### src/rtl/pipelined_addsub.sv
// Pipelined adder/subtractor: operands are split into STAGES chunks and one chunk is
// added per stage, with the inter-chunk carry registered. Valid/ready on both sides;
// a stalled output freezes the whole pipeline.
module pipelined_addsub #(
    parameter int unsigned NUMBITS = 16,
    parameter int unsigned STAGES  = 4
) (
    input  logic               clk,
    input  logic               rst,
    input  logic               in_valid,
    output logic               in_ready,
    input  logic [NUMBITS-1:0] A,
    input  logic [NUMBITS-1:0] B,
    input  logic               carryin,
    input  logic               sub,
    output logic               out_valid,
    input  logic               out_ready,
    output logic [NUMBITS-1:0] result,
    output logic               carryout,
    output logic               overflow,
    output logic               zero
);

    localparam int unsigned CHUNK = NUMBITS / STAGES;

    // Stage registers: stage k holds the operands, the result chunks 0..k and the
    // carry out of chunk k for the beat it currently owns.
    logic [STAGES-1:0]              r_vld;
    logic [STAGES-1:0][NUMBITS-1:0] r_a;
    logic [STAGES-1:0][NUMBITS-1:0] r_b;
    logic [STAGES-1:0][NUMBITS-1:0] r_res;
    logic [STAGES-1:0]              r_c;
    logic                           r_ovf;
    logic                           r_zero;

    // Per-stage inputs (from the port for stage 0, from the previous stage otherwise)
    logic [STAGES-1:0]              w_v_in;
    logic [STAGES-1:0]              w_c_in;
    logic [STAGES-1:0]              w_cout;
    logic [STAGES-1:0][NUMBITS-1:0] w_a_in;
    logic [STAGES-1:0][NUMBITS-1:0] w_b_in;
    logic [STAGES-1:0][NUMBITS-1:0] w_res_in;
    logic [STAGES-1:0][NUMBITS-1:0] w_res_nx;
    logic [STAGES-1:0][CHUNK-1:0]   w_sum;
    logic                           w_stall;
    logic                           w_ovf_nx;
    logic                           w_zero_nx;
    logic                           w_unused_ops;

    assign w_stall = r_vld[STAGES-1] & ~out_ready;

    genvar k;
    generate
        for (k = 0; k < STAGES; k++) begin : g_stage
            if (k == 0) begin : g_first
                // B is inverted once on entry; subtract also forces the initial carry to 1
                assign w_v_in[k]   = in_valid;
                assign w_a_in[k]   = A;
                assign w_b_in[k]   = sub ? ~B : B;
                assign w_c_in[k]   = sub | carryin;
                assign w_res_in[k] = '0;
            end else begin : g_next
                assign w_v_in[k]   = r_vld[k-1];
                assign w_a_in[k]   = r_a[k-1];
                assign w_b_in[k]   = r_b[k-1];
                assign w_c_in[k]   = r_c[k-1];
                assign w_res_in[k] = r_res[k-1];
            end

            assign {w_cout[k], w_sum[k]} = {1'b0, w_a_in[k][k*CHUNK +: CHUNK]}
                                         + {1'b0, w_b_in[k][k*CHUNK +: CHUNK]}
                                         + {{CHUNK{1'b0}}, w_c_in[k]};

            // Chunk k of the incoming partial result is still zero, so OR inserts it
            assign w_res_nx[k] = w_res_in[k] | (NUMBITS'(w_sum[k]) << (k * CHUNK));
        end
    endgenerate

    // Carry into the MSB is recovered from the MSB sum bit and its two operand bits
    assign w_ovf_nx  = w_cout[STAGES-1]
                     ^ (w_a_in[STAGES-1][NUMBITS-1] ^ w_b_in[STAGES-1][NUMBITS-1]
                        ^ w_sum[STAGES-1][CHUNK-1]);
    assign w_zero_nx = (w_res_nx[STAGES-1] == '0);

    // The last stage never forwards its operand copies
    assign w_unused_ops = ^{r_a[STAGES-1], r_b[STAGES-1]};

    // Advance every stage together unless the output is stalled; bubbles leave data alone
    always_ff @(posedge clk) begin
        if (rst) begin
            r_vld  <= '0;
            r_a    <= '0;
            r_b    <= '0;
            r_res  <= '0;
            r_c    <= '0;
            r_ovf  <= 1'b0;
            r_zero <= 1'b0;
        end else if (!w_stall) begin
            r_vld <= w_v_in;
            for (int i = 0; i < int'(STAGES); i++) begin
                if (w_v_in[i]) begin
                    r_a[i]   <= w_a_in[i];
                    r_b[i]   <= w_b_in[i];
                    r_res[i] <= w_res_nx[i];
                    r_c[i]   <= w_cout[i];
                end
            end
            if (w_v_in[STAGES-1]) begin
                r_ovf  <= w_ovf_nx;
                r_zero <= w_zero_nx;
            end
        end
    end

    assign in_ready  = ~w_stall;
    assign out_valid = r_vld[STAGES-1];
    assign result    = r_res[STAGES-1];
    assign carryout  = r_c[STAGES-1];
    assign overflow  = r_ovf;
    assign zero      = r_zero;

endmodule

### config.mk
export PLATFORM = sky130hd
export DESIGN_NAME = pipelined_addsub
export DESIGN_NICKNAME = d
export VERILOG_FILES = /design/src/rtl/pipelined_addsub.sv
export SDC_FILE = /design/constraint.sdc
export NUM_CORES = 1
export LEC_CHECK = 0
export BUFFER_PORTS_ARGS = -buffer_cell sky130_fd_sc_hd__buf_2
export CELL_PAD_IN_SITES_DETAIL_PLACEMENT = 1
export CELL_PAD_IN_SITES_GLOBAL_PLACEMENT = 1
export CORE_ASPECT_RATIO = 0.6
export CORE_MARGIN = 2
export CORE_UTILIZATION = 30
export DETAILED_ROUTE_END_ITERATION = 6
export PLACE_DENSITY = 0.61
export SLEW_MARGIN = 20
export SYNTH_ARGS = -nofsm -noshare
export SYNTH_HDL_FRONTEND = slang
export SYNTH_SLANG_ARGS = --single-unit
### constraint.sdc
create_clock -name clk -period 6.64 [get_ports clk]
set_clock_uncertainty 0.15 [all_clocks]
set_input_delay 0.664 -clock clk [delete_from_list [all_inputs] [get_ports clk]]
set_output_delay 0.664 -clock clk [all_outputs]
set_load 0.005 [all_outputs]
[Word level (Yosys, flattened, before mapping)]
Cells that the tools add are included.
Storage, ports and cells
  output and inout bits: 21
  logic and storage cells: 42
  input bits: 38
  register bits: 158
Operators by class
  muxes and demuxes: 1
  reductions and logical operators: 5
  bitwise logic cells: 11
  $add $sub $neg: 8
Operators with widths (count)
  $add A4 B4 Y5: 4
  $add A5 B1 Y5: 4
  $logic_not A16 Y1: 1
  $mux W16: 1
  $not A16 Y16: 1
  $or A16 B12 Y16: 1
  $or A16 B16 Y16: 1
  $or A4 B8 Y8: 1
  $reduce_and A2 Y1: 4
  $xor A1 B1 Y1: 3
  $not A1 Y1: 2
  $and A1 B1 Y1: 1
  $or A1 B1 Y1: 1

[Logic depth before layout (Yosys ltp)]
Gate-level depths: netlist of run 1.
  depth in word-level cells: 4
  gate-level depth with buffers: 8
  depth with buffers taken out: 8

[Worst setup path after synthesis of run 1]
No wires, ideal clock.
  path kind: input -> register
  start point: input sub
  end point: register r_c[0]
  setup time: 0.137 ns
  path slack: 3.748 ns
  buffers on the path: 2
  data arrival time: 2.605 ns
  cell stages on the path: 8
  data required time: 6.353 ns
  path through: buf_2 buf_2 or2_2 fa_1 fa_1 a21o_1 a211oi_1 a211oi_1
On the way
  word-level cells in the longest chain between the ends: 3
  elaborated cells between the ends (all ways): 4
  classes of those cells: 2 x add/sub; 1 x mux; 1 x bitwise
RTL lines
  start: declaration: line 15  | input logic sub,
  $mux W16: line 59  | assign w_b_in[k] = sub ? ~B : B;
  $add A4 B4 Y5: line 71  | + {1'b0, w_b_in[k][k*CHUNK +: CHUNK]}
  $add A5 B1 Y5 *: line 72  | + {{CHUNK{1'b0}}, w_c_in[k]};
  end signal: indexed assignment: line 105  | r_c[i] <= w_cout[i];
  end: declaration: line 32  | logic [STAGES-1:0] r_c;
Every way passes the cells marked *; elsewhere a longest branch is shown, timed or not.
A chain may end at the register's enable or synchronous reset.

[Final worst setup path of run 1]
Same ends and word-level chain as after synthesis.

==> results.json, run 1 <==
{
  "ys_seq_elements": 98,
  "synthXorXnorAreaFrac_pct": 4.511,
  "netlist.area_leader.share_pct": 45.93,
  "cts_root_buf": "clkbuf_16",
  "hold_ws_ps": 302.9,
  "fin_util_pct": 34.98,
  "worst_pin_slew_ps": 1003,
  "syn_inst": 498,
  "criticalPathCategory": "input pin to register",
  "cts_max_level": 3,
  "cts_inserted_buffers": 9,
  "finalNetCount": 579,
  "cap_viol_max_count": 0,
  "leakage_nw": 1.853,
  "grt_pass1_wl_um": 16220,
  "vias_per_cell": 4.647,
  "worstHoldPathCells": 2,
  "routedWlPerCell_um": 13.57,
  "cts_sinks": 98,
  "crit_arrival_ps": 2620,
  "grt_max_degree": 55,
  "yosysMostFrequentCell": "nand2_1",
  "nFillCells": 1679,
  "antenna_found_initial": 0,
  "grt.total_usage_pct": 13.66,
  "setup_viol": 0,
  "relSlewSlack_pct": 33.16,
  "clock_latency_ps": 340,
  "core-area_mm2": 0.01379,
  "dr.pass1.iters": 4,
  "gp_congestion": 0.6884,
  "comb_power_share_pct": 9.2,
  "drtIter0Drc": 87,
  "final.setup.tns_ps": 0,
  "path_clk_slew_ps": 70,
  "p_per_area_mw_per_mm2": 259.5,
  "crit_path_end_kind": "register",
  "overflow": 0,
  "fp.dieH_um": 96.43,
  "pin_count": 59,
  "drc": 0,
  "synth_top_family_by_area": "simple AND/OR/NAND/NOR gates",
  "worst_hold_path_type": "register to register",
  "status": "finished clean",
  "reg2regPathDepth": 6,
  "area_delta_synth_final_pct": 12.95,
  "required_ps": 6680,
  "cts_tree": "done",
  "seq_power_share_pct": 49.8,
  "yosys_warnings": 0,
  "synth_async_sr_flop_share_pct": 0,
  "post_cts_resized": 0,
  "synth.area.top_cells": "dfxtp_1 46%, nand2_1 13%, a21oi_1 8.7%",
  "fmax_mhz": 388.3,
  "antenna_left": 0,
  "routed_wl_um": 9733,
  "postCtsSetupBuffers": 0,
  "synth_area_mm2": 0.004272,
  "diodes": 0,
  "port_buffers": 58,
  "initial_core_util_pct": 30.97,
  "synth_fa_ha_area_share_pct": 7.264,
  "yosysUniqueCellTypes": 37,
  "yosysTopAreaCell": "dfxtp_1",
  "drv_slew": 0,
  "total_power_mw": 1.252,
  "rsz0062_at_grt": "no",
  "synth_seq_area_share_pct": 45.93,
  "p_sw_share_pct": 24.33,
  "die_width_um": 158.1,
  "power.internal_uw": 947.2,
  "power_switching_uw": 304.6,
  "crit_fanout": 17,
  "period_share_pct": 38.78,
  "syn_nets": 556,
  "synthSimpleGateAreaFrac_pct": 19.13,
  "hold_buffers": 0,
  "synthMuxAreaShare_pct": 0,
  "rows": 33,
  "cts_buffer_depth": 2,
  "synth_compound_area_share_pct": 15.82,
  "vdd_drop_max_mv": 0.1008,
  "critPathLaunchType": "input pin",
  "die_area_mm2": 0.01524,
  "synth_edf_count": 0,
  "vias": 3332,
  "grt_pass1_vias": 3414,
  "min_period_ps": 2575,
  "syn_area_per_cell_um2": 8.578,
  "finalHoldViolCount": 0,
  "synth_commonest_cells": "143 x nand2_1, 98 x dfxtp_1, 74 x a21oi_1",
  "yosys_most_used_dff": "dfxtp_1",
  "drive_above_1_share_pct": 16.95,
  "dp_hpwl_um": 7060,
  "p_clk_share_pct": 41.0
}
[power groups by stage]
| stage | logic (mW) | clock network (mW) | registers (mW) |
|---|---|---|---|
| global route | 0.132 | 0.556 | 0.627 |
| detailed placement | 0.118 | 0 | 0.638 |
| CTS | 0.119 | 0.534 | 0.624 |
| finish | 0.115 | 0.513 | 0.624 |
| floorplan | 0.0879 | 0 | 0.633 |
| global placement | 0.114 | 0 | 0.637 |
[cell usage in the layout, fill, tap and decap left out, types with 4 or more instances in the layout]
cell type,netlist,routed
a211oi_1,13,13
a211oi_2,10,10
a21o_1,5,5
a21oi_1,74,74
and2_1,4,4
buf_2,20,57
clkbuf_16,0,9
dfxtp_1,98,98
fa_1,8,8
ha_1,12,12
inv_1,8,8
nand2_1,143,143
nor2_1,24,24
xnor2_1,16,16
xor2_1,6,6
[area by class of cell]
type / instances / area (µm²) / share of cell area [%]
inverter: 9 / 33.78 / 0.7002
clock inverter: 5 / 56.30 / 1.167
timing repair buffer: 60 / 307.8 / 6.380
tap: 192 / 240.2 / 4.979
sequential: 98 / 1962 / 40.66
clock buffer: 10 / 229.0 / 4.746
multi-input combinational: 343 / 1996 / 41.36
[sequential cells by signal, summed over array words and instances (netlist names)]
name	cells
r_vld	4
r_a	24
r_b	24
result	16
zero	1
r_res	24
overflow	1
r_c	4
[metal layers]
layer	GRT usage, %	up-vias	part of all wire, %
met2	22.79	45	45
met3	3.925	10	3.9
met1	17.61	1598	51
met4	3.378	0	0.92
met5	0	-	0
li1	-	1679	-
[cell families (layout without fill, tap and decap cells)]
kind of cell / count (synthesis) / count (layout)
and+or+nand+nor: 193 / 193
buffers and inverters: 57 / 84
adders and majority gates: 20 / 20
AOI/OAI and AO/OA: 108 / 108
xor gates and xnor gates: 22 / 22
DFF: 98 / 98
[critical path, stage by stage]
cell and delay (ps):
buf_2 250, or2_2 360, fa_1 410, fa_1 410
a21o_1 190, a211oi_1 230, a211oi_1 80
[per-stage QoR]
step | instance area, µm² | worst slack (ps) | std cells
2_1_floorplan | 4272 | 3748 | 498
3_3_place_gp | 4539 | 3732 | 702
3_5_place_dp | 4539 | 3687 | 702
4_1_cts | 4825 | 4044 | 717
5_1_grt | 4825 | 3922 | 717
6_report | 4825 | 4065 | 717
[worst paths after layout]
check            start         to  slack, ps
min          result[0]  result[0]        300
min reg2reg  result[0]  result[0]        300
max reg2reg    r_a[44]   overflow       4400
max                sub     r_c[0]       4060
Power figures use the tool's default switching activity.
==> inputs of run 2 (changes only) <==
- PLACE_DENSITY: 0.61 -> 0.63
- clock period: 6.64 -> 2.2 ns (I/O delays scaled with it)
==> run 2 against run 1 <==
  * Worst setup slack got worse by 4000 ps
  * Non-clock buffer count increased by 23
  * Register-to-register slack got worse by 4300 ps
  * Total power increased to 3.1 times the previous value
  * Sequential share of layout area decreased by 1.9 points
  * Largest cell class unchanged
  * Die area unchanged
  * First-iteration DRC count increased by 32%
  * Combinational power increased to 3.4 times the previous value
  * Sequential power increased to 3.0 times the previous value
  * Clock power increased to 3.0 times the previous value
  * Global-route usage increased by 1.2 points
==> results.json, run 2 (synthesized netlist as in run 1, its figures left out) <==
{
  "final_cells": 741,
  "initial_core_util_pct": 30.97,
  "drive_above_1_share_pct": 19.31,
  "r2r_slack_ps": 80,
  "finalHoldViolCount": 0,
  "nFillCells": 1631,
  "pin_count": 59,
  "worstHoldPathCells": 3,
  "drtIter0Drc": 115,
  "post_dp_cell_area_mm2": 0.004667,
  "vdd_drop_max_mv": 0.2983,
  "status": "finished clean",
  "rows": 33,
  "cts_inserted_buffers": 9,
  "cts_buffer_depth": 2,
  "routed_wl_um": 10450,
  "dr.pass1.iters": 4,
  "core-area_mm2": 0.01379,
  "overflow": 0,
  "vias_per_cell": 4.694,
  "min_period_ps": 2123,
  "final_cell_mix": "143 x nand2_1, 98 x dfxtp_1, 73 x a21oi_1, 57 x buf_2, 24 x nor2_1",
  "leakage_nw": 1.969,
  "criticalPathCategory": "register to register",
  "cts_root_buf": "clkbuf_16",
  "path_cells": "fa_1 -> fa_1 -> a21o_1 -> a21oi_2 -> xnor2_1 -> a211oi_1",
  "placed_cells": 714,
  "routedWlPerCell_um": 14.10,
  "gp_congestion": 0.7579,
  "cts_max_level": 3,
  "hp-start": "A[8]",
  "cpMostUsedCell": "fa_1",
  "fp.dieH_um": 96.43,
  "crit_arrival_ps": 2230,
  "reg2regPathDepth": 6,
  "required_ps": 2310,
  "vias": 3478,
  "relSlewSlack_pct": 61.72,
  "drc": 0,
  "cts_tree": "done",
  "pre_cts_ws_ps": 25.07,
  "die_area_mm2": 0.01524,
  "regArea_mm2": 0.001962,
  "total_power_mw": 3.835,
  "cap_viol_max_count": 0,
  "reg2reg_from": "r_a[44]",
  "clock_latency_ps": 340,
  "rsz0062_at_grt": "no",
  "area_delta_synth_final_pct": 18.63,
  "critPathMaxStageDelay_ps": 460,
  "hold_ws_ps": 8.228,
  "port_buffers": 58,
  "p_per_area_mw_per_mm2": 756.7,
  "grt.total_usage_pct": 14.85,
  "crit_fanout": 2,
  "path_clk_slew_ps": 70,
  "setup_ws_ps": 77.47,
  "antenna_left": 0,
  "final_common_cell": "nand2_1",
  "period_share_pct": 96.48,
  "largestRegisters": "r_a (24), r_b (24), r_res (24)",
  "dp_hpwl_um": 7721,
  "grt_pass1_wl_um": 17620,
  "design_area_mm2": 0.005067,
  "critPathSlowestCell": "fa_1",
  "cts_sinks": 98,
  "drv_slew": 0,
  "diodes": 0,
  "setup_viol": 0,
  "final.setup.tns_ps": 0,
  "critPathLaunchType": "register",
  "multi_input_area_mm2": 0.002012,
  "fmax_mhz": 471.1,
  "min_to": "r_a[8]",
  "fin_util_pct": 36.74,
  "finalNetCount": 602,
  "r2r_end": "overflow",
  "die_width_um": 158.1,
  "grt_max_degree": 52,
  "worst_pin_slew_ps": 572.8,
  "worst_hold_path_type": "input pin to register",
  "grt_pass1_vias": 3752,
  "crit_path_end_kind": "register",
  "antenna_found_initial": 0
}
-- run 2: repair_timing --
action,in CTS,in global routing
buffers inserted,0,0
hold buffers,11,0
endpoints found under the hold margin,11,0
resized for setup,0,1
setup endpoints to repair,0,1
-- run 2: metal layers --
layer,track usage [%],up-vias,wire (µm),part of all wire (%)
li1,-,1721,-,-
met1,19.15,1705,5228,50
met2,24.89,41,4742,45
met3,4.193,11,384,3.7
met4,3.529,0,94,0.90
met5,0,-,0,0
-- run 2: power breakdown --
part	internal (mW)	switching (mW)	total, mW	leakage (nW)
clock network	0.874	0.681	1.56	0.142
registers	1.84	0.0401	1.88	0.799
logic	0.175	0.221	0.396	1.03
total	2.89	0.942	3.83	1.97
-- run 2: layout make-up --
class	instances	area share [%]
Inverter	9	0.6667
Tap cell	192	4.741
Multi-Input combinational cell	343	39.70
Clock buffer	10	4.519
Sequential cell	98	38.72
Clock inverter	6	1.136
Timing Repair Buffer	83	10.52
-- run 2: worst max path at each step --
stage | from | end | slack (ps) | cells past startpoint
2_1_floorplan | sub | r_c[0] | 20 | 8
3_3_place_gp | sub | r_c[0] | 60 | 7
3_5_place_dp | sub | r_c[0] | 30 | 7
4_1_cts | r_a[44] | overflow | 50 | 6
5_1_grt | r_a[44] | overflow | 10 | 6
6_report | r_a[44] | overflow | 80 | 6
-- run 2: critical path: cells and delay by family (launching register included) --
kind	cells	cell delay [ps]
xor gates and xnor gates	1	80
DFF	1	330
AOI/OAI and AO/OA	3	580
adders and majority gates	2	890
==> inputs of run 3 (changes only) <==
- CORE_ASPECT_RATIO: 0.6 -> unset
==> run 3 against run 2 <==
  * First-iteration DRC count is 38% higher
  * Sequential cell count stayed put
  * Die area is 0.21% lower
  * Critical endpoint unchanged
  * Largest cell class unchanged
==> results.json, run 3 (synthesized netlist as in run 1, its figures left out) <==
{
  "antenna_left": 0,
  "crit_arrival_ps": 2180,
  "leakage_nw": 1.957,
  "pin_count": 59,
  "gp_congestion": 0.7099,
  "placed_cells": 699,
  "drive_above_1_share_pct": 19.05,
  "cts_buffer_depth": 2,
  "diodes": 0,
  "crit_path_end_kind": "register",
  "p_per_area_mw_per_mm2": 786.2,
  "finalNetCount": 599,
  "path_cells": "fa_1 -> fa_2 -> a21o_1 -> a21oi_2 -> xnor2_1 -> a211oi_1",
  "cts_inserted_buffers": 9,
  "p_sw_share_pct": 23.38,
  "postCtsSetupBuffers": 0,
  "final.setup.tns_ps": 0,
  "rows": 43,
  "final_cell_mix": "143 x nand2_1, 98 x dfxtp_1, 73 x a21oi_1, 57 x buf_2, 24 x nor2_1",
  "relSlewSlack_pct": 53.02,
  "die_width_um": 123.3,
  "port_buffers": 58,
  "vdd_drop_max_mv": 0.4446,
  "drv_slew": 0,
  "nFillCells": 1651,
  "cap_viol_max_count": 0,
  "drc": 0,
  "critPathMaxStageDelay_ps": 460,
  "multi_input_area_mm2": 0.002014,
  "fin_util_pct": 36.32,
  "comb_power_share_pct": 9.7,
  "cts_root_buf": "clkbuf_16",
  "crit_fanout": 2,
  "initial_core_util_pct": 30.77,
  "p_clk_share_pct": 42.8,
  "fmax_mhz": 484.3,
  "seq_power_share_pct": 47.5,
  "power_switching_uw": 926.7,
  "drtIter0Drc": 159,
  "cts_max_level": 3,
  "worst_hold_path_type": "input pin to register",
  "critPathLaunchType": "register",
  "grt_pass1_vias": 3407,
  "vias_per_cell": 4.574,
  "grt_max_degree": 54,
  "worst_pin_slew_ps": 704.7,
  "final_cells": 726,
  "criticalPathCategory": "register to register",
  "clock_latency_ps": 350,
  "overflow": 0,
  "status": "finished clean",
  "power.internal_mw": 3.036,
  "min_period_ps": 2065,
  "fp.dieH_um": 123.3,
  "cts_sinks": 98,
  "routed_wl_um": 9682,
  "grt.total_usage_pct": 13.74,
  "routedWlPerCell_um": 13.34,
  "cts_tree": "done",
  "final_common_cell": "nand2_1",
  "die_area_mm2": 0.01521,
  "vias": 3321,
  "required_ps": 2310,
  "regArea_mm2": 0.001962,
  "period_share_pct": 93.85,
  "finalHoldViolCount": 0,
  "hold_ws_ps": 28.58,
  "dp_hpwl_um": 7011,
  "path_clk_slew_ps": 70,
  "setup_viol": 0,
  "area_delta_synth_final_pct": 18.01,
  "rsz0062_at_grt": "no",
  "critPathSlowestCell": "fa_1",
  "largestRegisters": "r_a (24), r_b (24), r_res (24)",
  "core-area_mm2": 0.01388,
  "grt_pass1_wl_um": 16350,
  "dr.pass1.iters": 4,
  "antenna_found_initial": 0
}
## run 3: metal layers
layer	wire (µm)	track usage, %	part of all wire (%)
met1	4974	18.60	51
met2	4142	20.81	43
met3	353	2.721	3.6
met4	212	6.747	2.2
met5	0	0	0
## run 3: final timing paths
check,cells past startpoint,to,slack [ps],start
max,6,overflow,140,r_a[44]
max reg2reg,6,overflow,140,r_a[44]
min reg2reg,2,r_a[28],300,r_a[12]
min,3,r_a[13],30,A[13]
## run 3: critical path, delay by kind of cell, from the launching register on
family	cells	cell delay, ps
compound gates	3	580
xor+xnor	1	90
fa+ha+maj	2	830
flops	1	330
## run 3: timing repair
item / CTS / global route
setup endpoints to repair: 0 / 2
hold buffers: 11 / 0
resized for setup: 0 / 2
endpoints found under the hold margin: 11 / 0
## run 3: final cells by class
type / count / share of cell area [%]
Clock inverter: 5 / 1.539
Clock buffer: 11 / 4.815
Inverter: 9 / 0.6701
Sequential cell: 98 / 38.92
Tap cell: 180 / 4.468
Timing Repair Buffer: 80 / 9.630
Multi-Input combinational cell: 343 / 39.96
## run 3: power by group through the flow
stage	combinational, mW	sequential (mW)	clock [mW]
after global routing	0.433	1.89	1.82
after detailed placement	0.371	1.92	0
after CTS	0.390	1.88	1.74
after floorplan	0.274	1.91	0
final	0.383	1.88	1.70
after global placement	0.361	1.92	0
## run 3: per-stage QoR
step                total power [mW]  worst slack [ps]  cell area [µm²]
floorplan                      2.186             17.17             4300
global placement               2.284             111.3             4604
detailed placement             2.295             7.922             4604
CTS                            4.015             2.419             5035
global route                   4.147             25.16             5041
finish                         3.963             135.3             5041
